$ cat src/rtl/pcie_crdt_ctrl.sv
`timescale 1ns/1ps
`default_nettype none
// +----------------------------------------------------------------------------+
// | pcie_crdt_ctrl: AVST PCIe TX credit init handshake, credit pool and         |
// | round-robin TLP arbiter. Optional macro: PCIE_CRDT_INFINITE_EN.             |
// | Rev 1.0                                                                     |
// +----------------------------------------------------------------------------+
module pcie_crdt_ctrl #(
  parameter int REQ_NUM    = 4,
  parameter int HDR_CNT_W  = 12,
  parameter int DATA_CNT_W = 16,
  parameter int INIT_QUIET = 16
) (
  input  logic                    CLK,
  input  logic                    RESET_N,
  output logic                    CRDT_INIT_DONE,
  input  logic [5:0]              CRDT_UPDATE,
  input  logic [1:0]              CRDT_CNT_PH,
  input  logic [1:0]              CRDT_CNT_NPH,
  input  logic [1:0]              CRDT_CNT_CPLH,
  input  logic [3:0]              CRDT_CNT_PD,
  input  logic [3:0]              CRDT_CNT_NPD,
  input  logic [3:0]              CRDT_CNT_CPLD,
  input  logic [REQ_NUM-1:0]      REQ_VLD,
  input  logic [REQ_NUM*2-1:0]    REQ_TYPE,
  input  logic [REQ_NUM*11-1:0]   REQ_DW,
  output logic [REQ_NUM-1:0]      REQ_GNT,
  output logic                    CRDT_READY,
  output logic                    CRDT_ERR
);

  localparam int c_PW  = (REQ_NUM > 1) ? $clog2(REQ_NUM) : 1;
  localparam int c_QW  = $clog2(INIT_QUIET + 1);
  localparam int c_HSW = HDR_CNT_W + 1;
  localparam int c_DSW = DATA_CNT_W + 1;

  localparam logic [1:0] c_ST_IDLE = 2'd0;
  localparam logic [1:0] c_ST_INIT = 2'd1;
  localparam logic [1:0] c_ST_RUN  = 2'd2;

  logic [1:0]            r_state;
  logic [1:0]            w_state_nxt;
  logic [c_QW-1:0]       r_quiet;
  logic [c_PW-1:0]       r_ptr;
  logic                  r_err;
  logic [HDR_CNT_W-1:0]  r_hdr [3];
  logic [DATA_CNT_W-1:0] r_dat [3];
  logic [5:0]            w_inf;

  logic                  w_run;
  logic                  w_upd_en;
  logic                  w_found;
  logic [c_PW-1:0]       w_cand;
  logic [c_PW-1:0]       w_ptr_nxt;
  logic [1:0]            w_type;
  logic [10:0]           w_dw;
  logic [DATA_CNT_W-1:0] w_dneed;
  logic                  w_hok;
  logic                  w_dok;
  logic                  w_gnt;
  logic                  w_rsv;
  logic [2:0]            w_take;
  logic [5:0]            w_ovf;
  logic [1:0]            w_hcnt [3];
  logic [3:0]            w_dcnt [3];
  logic [c_HSW-1:0]      w_hsum [3];
  logic [c_DSW-1:0]      w_dsum [3];
  logic [HDR_CNT_W-1:0]  w_hsat [3];
  logic [DATA_CNT_W-1:0] w_dsat [3];
  logic [HDR_CNT_W-1:0]  w_hnxt [3];
  logic [DATA_CNT_W-1:0] w_dnxt [3];

  assign w_hcnt[0] = CRDT_CNT_PH;
  assign w_hcnt[1] = CRDT_CNT_NPH;
  assign w_hcnt[2] = CRDT_CNT_CPLH;
  assign w_dcnt[0] = CRDT_CNT_PD;
  assign w_dcnt[1] = CRDT_CNT_NPD;
  assign w_dcnt[2] = CRDT_CNT_CPLD;

  // FSM: state register / next state / outputs
  always_ff @(posedge CLK or negedge RESET_N) begin
    if (!RESET_N) r_state <= c_ST_IDLE;
    else          r_state <= w_state_nxt;
  end

  always_comb begin
    w_state_nxt = r_state;
    case (r_state)
      c_ST_IDLE: w_state_nxt = c_ST_INIT;
      c_ST_INIT: if ((CRDT_UPDATE == 6'd0) && (r_quiet == c_QW'(INIT_QUIET - 1)))
                   w_state_nxt = c_ST_RUN;
      c_ST_RUN:  w_state_nxt = c_ST_RUN;
      default:   w_state_nxt = c_ST_IDLE;
    endcase
  end

  always_comb begin
    CRDT_INIT_DONE = (r_state != c_ST_IDLE);
    w_run          = (r_state == c_ST_RUN);
    w_upd_en       = (r_state != c_ST_IDLE);
  end

  assign CRDT_READY = w_run;
  assign CRDT_ERR   = r_err;

  always_ff @(posedge CLK or negedge RESET_N) begin
    if (!RESET_N)
      r_quiet <= '0;
    else if ((r_state == c_ST_INIT) && (CRDT_UPDATE == 6'd0))
      r_quiet <= r_quiet + c_QW'(1);
    else
      r_quiet <= '0;
  end

`ifdef PCIE_CRDT_INFINITE_EN
  logic [5:0] r_inf;
  // Types still empty when INIT ends are never metered afterwards.
  always_ff @(posedge CLK or negedge RESET_N) begin
    if (!RESET_N)
      r_inf <= '0;
    else if ((r_state == c_ST_INIT) && (w_state_nxt == c_ST_RUN))
      r_inf <= {r_dat[2] == '0, r_dat[1] == '0, r_dat[0] == '0,
                r_hdr[2] == '0, r_hdr[1] == '0, r_hdr[0] == '0};
  end
  assign w_inf = r_inf;
`else
  assign w_inf = 6'd0;
`endif

  // Lowest valid index at/after the pointer overrides the wrapped group.
  always_comb begin
    w_found = 1'b0;
    w_cand  = '0;
    for (int i = REQ_NUM - 1; i >= 0; i--) begin
      if (REQ_VLD[i] && (i < int'(r_ptr))) begin
        w_found = 1'b1;
        w_cand  = c_PW'(i);
      end
    end
    for (int i = REQ_NUM - 1; i >= 0; i--) begin
      if (REQ_VLD[i] && (i >= int'(r_ptr))) begin
        w_found = 1'b1;
        w_cand  = c_PW'(i);
      end
    end
  end

  always_comb begin
    w_type = 2'd0;
    w_dw   = 11'd0;
    for (int i = 0; i < REQ_NUM; i++) begin
      if (c_PW'(i) == w_cand) begin
        w_type = REQ_TYPE[2*i +: 2];
        w_dw   = REQ_DW[11*i +: 11];
      end
    end
  end

  assign w_dneed = DATA_CNT_W'(({1'b0, w_dw} + 12'd3) >> 2);

  always_comb begin
    w_hok = 1'b0;
    w_dok = 1'b0;
    case (w_type)
      2'd0: begin
        w_hok = w_inf[0] | (r_hdr[0] != '0);
        w_dok = w_inf[3] | (r_dat[0] >= w_dneed);
      end
      2'd1: begin
        w_hok = w_inf[1] | (r_hdr[1] != '0);
        w_dok = w_inf[4] | (r_dat[1] >= w_dneed);
      end
      2'd2: begin
        w_hok = w_inf[2] | (r_hdr[2] != '0);
        w_dok = w_inf[5] | (r_dat[2] >= w_dneed);
      end
      default: begin
        w_hok = 1'b0;
        w_dok = 1'b0;
      end
    endcase
  end

  assign w_gnt     = w_run & w_found & (w_type != 2'd3) & w_hok & w_dok;
  assign w_rsv     = w_run & w_found & (w_type == 2'd3);
  assign w_ptr_nxt = (w_cand == c_PW'(REQ_NUM - 1)) ? '0 : w_cand + c_PW'(1);

  always_comb begin
    REQ_GNT = '0;
    for (int i = 0; i < REQ_NUM; i++)
      if (w_gnt && (c_PW'(i) == w_cand)) REQ_GNT[i] = 1'b1;
  end

  // Saturating add of the return, then deduct the grant taken this edge.
  always_comb begin
    w_ovf  = '0;
    w_take = '0;
    for (int t = 0; t < 3; t++) begin
      w_take[t] = w_gnt && (w_type == 2'(t));
      w_hsum[t] = {1'b0, r_hdr[t]} + ((w_upd_en && CRDT_UPDATE[t])   ? c_HSW'(w_hcnt[t]) : '0);
      w_dsum[t] = {1'b0, r_dat[t]} + ((w_upd_en && CRDT_UPDATE[t+3]) ? c_DSW'(w_dcnt[t]) : '0);
      w_hsat[t] = w_hsum[t][HDR_CNT_W]  ? '1 : w_hsum[t][HDR_CNT_W-1:0];
      w_dsat[t] = w_dsum[t][DATA_CNT_W] ? '1 : w_dsum[t][DATA_CNT_W-1:0];
      if (w_inf[t]) begin
        w_hnxt[t] = r_hdr[t];
      end else begin
        w_hnxt[t] = w_hsat[t] - HDR_CNT_W'(w_take[t]);
        w_ovf[t]  = w_hsum[t][HDR_CNT_W];
      end
      if (w_inf[t+3]) begin
        w_dnxt[t] = r_dat[t];
      end else begin
        w_dnxt[t]  = w_dsat[t] - (w_take[t] ? w_dneed : '0);
        w_ovf[t+3] = w_dsum[t][DATA_CNT_W];
      end
    end
  end

  always_ff @(posedge CLK or negedge RESET_N) begin
    if (!RESET_N) begin
      r_ptr <= '0;
      r_err <= 1'b0;
      for (int t = 0; t < 3; t++) begin
        r_hdr[t] <= '0;
        r_dat[t] <= '0;
      end
    end else begin
      if (w_gnt || w_rsv) r_ptr <= w_ptr_nxt;
      if ((w_ovf != 6'd0) || w_rsv) r_err <= 1'b1;
      for (int t = 0; t < 3; t++) begin
        r_hdr[t] <= w_hnxt[t];
        r_dat[t] <= w_dnxt[t];
      end
    end
  end

endmodule
`default_nettype wire
$ cat config.mk
export PLATFORM = sky130hd
export DESIGN_NAME = pcie_crdt_ctrl
export DESIGN_NICKNAME = d
export VERILOG_FILES = /design/src/rtl/pcie_crdt_ctrl.sv
export SDC_FILE = /design/constraint.sdc
export NUM_CORES = 1
export LEC_CHECK = 0
export BUFFER_PORTS_ARGS = -buffer_cell sky130_fd_sc_hd__buf_2
export CORE_ASPECT_RATIO = 1.1
export CORE_UTILIZATION = 36
export CTS_BUF_LIST = sky130_fd_sc_hd__clkbuf_16
export CTS_CLUSTER_SIZE = 8
export DETAILED_ROUTE_END_ITERATION = 8
export PLACE_DENSITY = 0.6
export SYNTH_ARGS = -nofsm -noshare
export SYNTH_HDL_FRONTEND = slang
export SYNTH_SLANG_ARGS = --single-unit
$ cat constraint.sdc
create_clock -name CLK -period 17.6 [get_ports CLK]
set_clock_uncertainty 0.1 [all_clocks]
set_input_delay 3.52 -clock CLK [delete_from_list [all_inputs] [get_ports CLK]]
set_output_delay 3.52 -clock CLK [all_outputs]
set_load 0.01 [all_outputs]
# Yosys cells after proc, flatten, opt, wreduce, memory -nomap -nowiden
# Index checks and enable logic that the tools add are counted.
# op_classes
n_addsub	15
n_mux	47
reduce_logical	32
magnitude_cmp	9
n_eq_ne	12
bitwise_logic	5
# ops
op	count
adder 16 x 4 -> 17 bit	3
>= comparator 16 x 10 -> 1 bit	3
2-to-1 mux 16 bit	3
subtractor 16 x 10 -> 16 bit	3
2-to-1 mux 11 bit	4
adder 12 x 2 -> 13 bit	3
2-to-1 mux 12 bit	3
nonzero test 12 bit	3
subtractor 12 x 1 -> 12 bit	3
2-to-1 mux 2 bit	16
2-to-1 mux 10 bit	3
logical AND 1 bit	21
adder 11 x 2 -> 12 bit (second input constant)	1
2-to-1 mux 4 bit	3
2-to-1 mux 1 bit	11
equality test 2 bit (second input constant)	4
logical NOT 2 bit	3
logical NOT 6 bit	1
case mux 1 bit (3 select lines)	2
case mux 2 bit (3 select lines)	1
nonzero test 6 bit	1
adder 5 x 1 -> 5 bit (second input constant)	1
AND 1 bit	5
equality test 5 x 4 -> 1 bit (second input constant)	1
12 further kinds	18
# totals
inputBits	82
wordCells	130
ff_bits	94
output_inout_bits	7

# Logic depth before layout (Yosys ltp)
# logic_depth
depth_word	21
depth_mapped	40
mapped_depth_nobuf	36

# Least setup slack after synthesis
# OpenSTA, ideal clock, no wires.
# synth_path
path_type	input port to output port
startpoint	in REQ_VLD[2]
endpoint	out REQ_GNT[0]
required_time_ps	13980
path_buffers	3
stages	24
arrival_ps	8009
setup_slack_ps	5971
cell_sequence	mux2_2 -> a21oi_1 -> o21ai_0 -> inv_1 -> ha_1 -> nand2b_1 -> buf_2 -> o32a_1 -> and3b_1 -> buf_4 -> nand3_4 -> or3_1 -> buf_4 -> nor2_1 -> xnor2_1 -> inv_1 -> ha_1 -> a31o_2 -> a211oi_1 -> inv_1 -> a2111oi_4 -> a2111oi_4 -> nor3_1 -> nor2b_1
# synth_between
elab_chain_cells	19
elab_cells_between_ends	44
classes_between	add/sub (1); order compare (3); eq/ne (6); mux (25); bitwise (4); reduce/logical (5)
# synth_lines
item	line	source
from (decl)	24	input logic [REQ_NUM-1:0] REQ_VLD,
logical AND 1 bit	135	if (REQ_VLD[i] && (i < int'(r_ptr))) begin
2-to-1 mux 2 bit (3 in series)	135	
2-to-1 mux 2 bit (4 in series)	141	if (REQ_VLD[i] && (i >= int'(r_ptr))) begin
logical NOT 2 bit	152, 191	
2-to-1 mux 11 bit / 2-to-1 mux 2 bit (equally long branches) (4 in series)	152	if (c_PW'(i) == w_cand) begin
adder 11 x 2 -> 12 bit (tied with other cells)	159	assign w_dneed = DATA_CNT_W'(({1'b0, w_dw} + 12'd3) >> 2);
>= comparator 16 x 10 -> 1 bit (tied with other cells)	175	w_dok = w_inf[5] | (r_dat[2] >= w_dneed);
case mux 1 bit (3 select lines) / AND 1 bit (equally long branches)	164, 184	
AND 1 bit	184	assign w_gnt = w_run & w_found & (w_type != 2'd3) & w_hok & w_dok;
logical AND 1 bit *	191	if (w_gnt && (c_PW'(i) == w_cand)) REQ_GNT[i] = 1'b1;
2-to-1 mux 1 bit *	191	
to (decl)	27	output logic [REQ_NUM-1:0] REQ_GNT,
# Every way passes the cells marked *; elsewhere a longest branch is shown, timed or not.

# Worst setup path after layout
# layout_path
startpoint	in REQ_VLD[0]
endpoint	out REQ_GNT[1]
# layout_between
elab_chain_cells	17
elab_cells_between_ends	40
classes_between	add/sub (1); order compare (3); eq/ne (6); mux (21); bitwise (4); reduce/logical (5)
# layout_lines
item	line
logical AND 1 bit	135
2-to-1 mux 2 bit	135
2-to-1 mux 2 bit (4 in series)	141
logical NOT 2 bit	152
2-to-1 mux 11 bit / 2-to-1 mux 2 bit (equally long branches) (4 in series)	152
adder 11 x 2 -> 12 bit (tied with other cells)	159
>= comparator 16 x 10 -> 1 bit (tied with other cells)	175
case mux 1 bit (3 select lines) / AND 1 bit (equally long branches)	164, 184
AND 1 bit	184
logical AND 1 bit *	191
2-to-1 mux 1 bit *	191
# Marks and branches as above.

==> metrics.yaml <==
routed.top_layer: "met5"
worstSetupEndpointType: "output pin"
wl_microns: 23300
area_growth_pct: 11.1
ir_worst_vdd_v: 0.0000603
holdBufCountCts: 0
setup_viol: 0
rsz0062_at_grt: "no"
root_buffer: "clkbuf_16"
synth-xor-area-share: 0.119
max_freq_mhz: 76.2
clk_latency_ns: 0.36
power.share.sequential: 0.303
fp.dieH_microns: 166
portBuffers: 88
synthMuxAreaShare: 0.0192
hp-class: "flip-flop to flip-flop"
synth_top_family_by_area: "simple AND/OR/NAND/NOR gates"
power.switching_mw: 0.615
start_util: 0.369
wl_per_cell_microns: 16.0
cts_setup_buffers: 0
max_cap_violations: 0
cts_made_buffers: 9
dr.pass1.iters: 5
synthFlopType: "dfrtp_1"
drc_errors: 0
required_ns: 13.98
ant_nets: 0
totalNegativeSetupSlack_ns: 0
final_nets: 1315
grt_pass1_vias: 7414
netlist_area_sq_mm: 0.00880
utilization: 0.410
grt_overflow_total: 0
wl_met3_microns: 1240
layout_common_cells: "nand2_1 (152), dfrtp_1 (94), buf_2 (87), ha_1 (81), nor2_1 (78)"
powerDensity_mw_per_mm2: 140
synthArstFlopShare: 1.00
p_leak_nw: 4.53
outcome: "complete, no violations"
synthAdderAreaFrac: 0.140
cts_sinks: 94
clkPwrFrac: 0.134
rows: 59
dp.final_hpwl_microns: 18700
finalInstanceArea_sq_mm: 0.00978
synth_edf_count: 0
antenna_found_initial: 6
worst_slew_pin_slew_ns: 0.931
die_width_microns: 151
combPwrFrac: 0.562
syn_nets: 1245
relSlewSlack: 0.371
die-area_sq_mm: 0.0251
htreeDepth: 3
num_vias: 7692
m1WireLength_microns: 10400
ys_ff_latch: 94
clkTransAtPathRegs_ns: 0.07
yosys_warnings: 0
io_pins: 89
drt-initial-drc-count: 364
core_area_sq_mm: 0.0238
grt_pass1_wl_microns: 38000
slew_violations: 0
fillers: 2411
place_congestion: 0.929
post_dp_cell_area_sq_mm: 0.00950
ys_types: 78
fin_crit_ns: 13.13
synthCells: 1073
cell_internal_pwr_mw: 0.758
hold_viol: 0
avgViaCountPerCell: 5.28
synth_compound_area_frac: 0.146
period_share: 0.746
drive_above_1_share: 0.115
cts_tree: "yes"
path_max_fanout: 13
grt_max_degree: 50
cts_resized: 0
p_sw_frac: 0.448
start_kind: "primary input"
synth-simple-area-share: 0.264
dr_wl_met2_microns: 11200
mostFrequentLayoutCell: "nand2_1"
grt_use_total: 0.194
cp.arrival_ns: 9.51
clockBufferDepth: 2
syn_area_per_cell_sq_um: 8.20
path_class: "primary input to output pin"
ys_seq_area_frac: 0.267
synth_stat cells, types with 8 or more instances:
cell,number,area [sq um]
a21o_1,21,158
a21oi_1,43,215
a31oi_1,8,50.1
and2_1,20,125
and3_1,30,188
clkbuf_1,20,75.1
dfrtp_1,94,2350
fa_1,9,180
ha_1,81,1010
inv_1,63,236
mux2i_1,12,120
nand2_1,152,571
nand2b_1,19,119
nand3_1,53,265
nand4_1,13,81.3
nor2_1,78,293
nor2b_1,36,225
nor3_1,18,90.1
nor4_1,11,68.8
o21ai_0,41,205
o22ai_1,9,56.3
or3_1,11,68.8
xnor2_1,53,464
xor2_1,62,543
power groups by stage:
stage	Clock, mW	Combinational, mW	Sequential, mW
2_1_floorplan	0	0.645	0.372
4_1_cts	0.193	0.775	0.415
3_5_place_dp	0	0.767	0.418
5_1_grt	0.200	0.886	0.430
6_report	0.184	0.772	0.417
3_3_place_gp	0	0.752	0.419
path summary, 6_finish.rpt:
kind | startpoint | end | slack [ns] | cells after the start
max | REQ_VLD[0] | REQ_GNT[1] | 4.47 | 24
max in group asynchronous | RESET_N | r_dat[4] | 13.17 | 2
min | r_quiet[0] | r_quiet[0] | 0.36 | 1
min in group asynchronous | RESET_N | r_quiet[3] | 3.07 | 1
min reg2reg | r_quiet[0] | r_quiet[0] | 0.36 | 1
max reg2reg | r_ptr[1] | r_dat[44] | 9.08 | 33
layer usage:
| metal | GRT usage | vias up |
|---|---|---|
| met5 | 0 | - |
| met4 | 0.0591 | 6 |
| met3 | 0.0459 | 33 |
| met2 | 0.327 | 154 |
| met1 | 0.243 | 3634 |
| li1 | - | 3865 |
metrics by stage:
stage,setup slack [ns],instances,total power [mW],hold WS (ns)
final,4.47,1456,1.37,0.364
after global routing,3.97,1454,1.52,0.375
after CTS,4.47,1453,1.38,0.364
after detailed placement,4.51,1437,1.19,0.353
after global placement,4.74,1437,1.17,0.354
after floorplan,5.97,1073,1.02,0.333
cell type report:
class                      instances  area [sq um]  share of cell area
multi-input combinational        882          6060               0.619
sequential                        94          2350               0.241
timing repair buffer              91           465              0.0476
tap                              305           382              0.0390
inverter                          65           244              0.0250
clock buffer                       9           225              0.0230
clock inverter                     7          43.8             0.00448
antenna                            3          7.51            0.000768
worst max-delay path, cell delays in order:
cell and delay (ns):
buf_2 0.13, mux2_2 0.26, a21oi_1 0.13, o21ai_0 0.16
inv_1 0.14, ha_1 0.43, nand2b_1 0.34, o32a_1 0.22
and3b_1 0.37, nand3_4 0.16, or3_1 0.54, nor2_1 0.17
xnor2_1 0.23, inv_1 0.18, ha_1 0.35, a31o_2 0.24
a211oi_1 0.46, inv_1 0.14, a2111oi_4 0.34, a2111oi_4 0.09
buf_4 0.22, nor3_1 0.40, nor2b_1 0.10, buf_2 0.16
kinds of logic (layout without fill, tap and decap cells):
logic type	Yosys count	after routing
fa+ha+maj	94	94
simple gates	467	467
buf+inv	97	172
flops	94	94
compound gates	188	188
xor+xnor	117	117
other cells	0	3
mux	16	16
sequential cells by signal, summed over array words and instances (netlist names):
register,cells
CRDT_ERR,1
r_state,2
r_hdr,36
r_ptr,2
r_quiet,5
r_dat,48
Note: power is estimated with default switching activity, not from simulation.
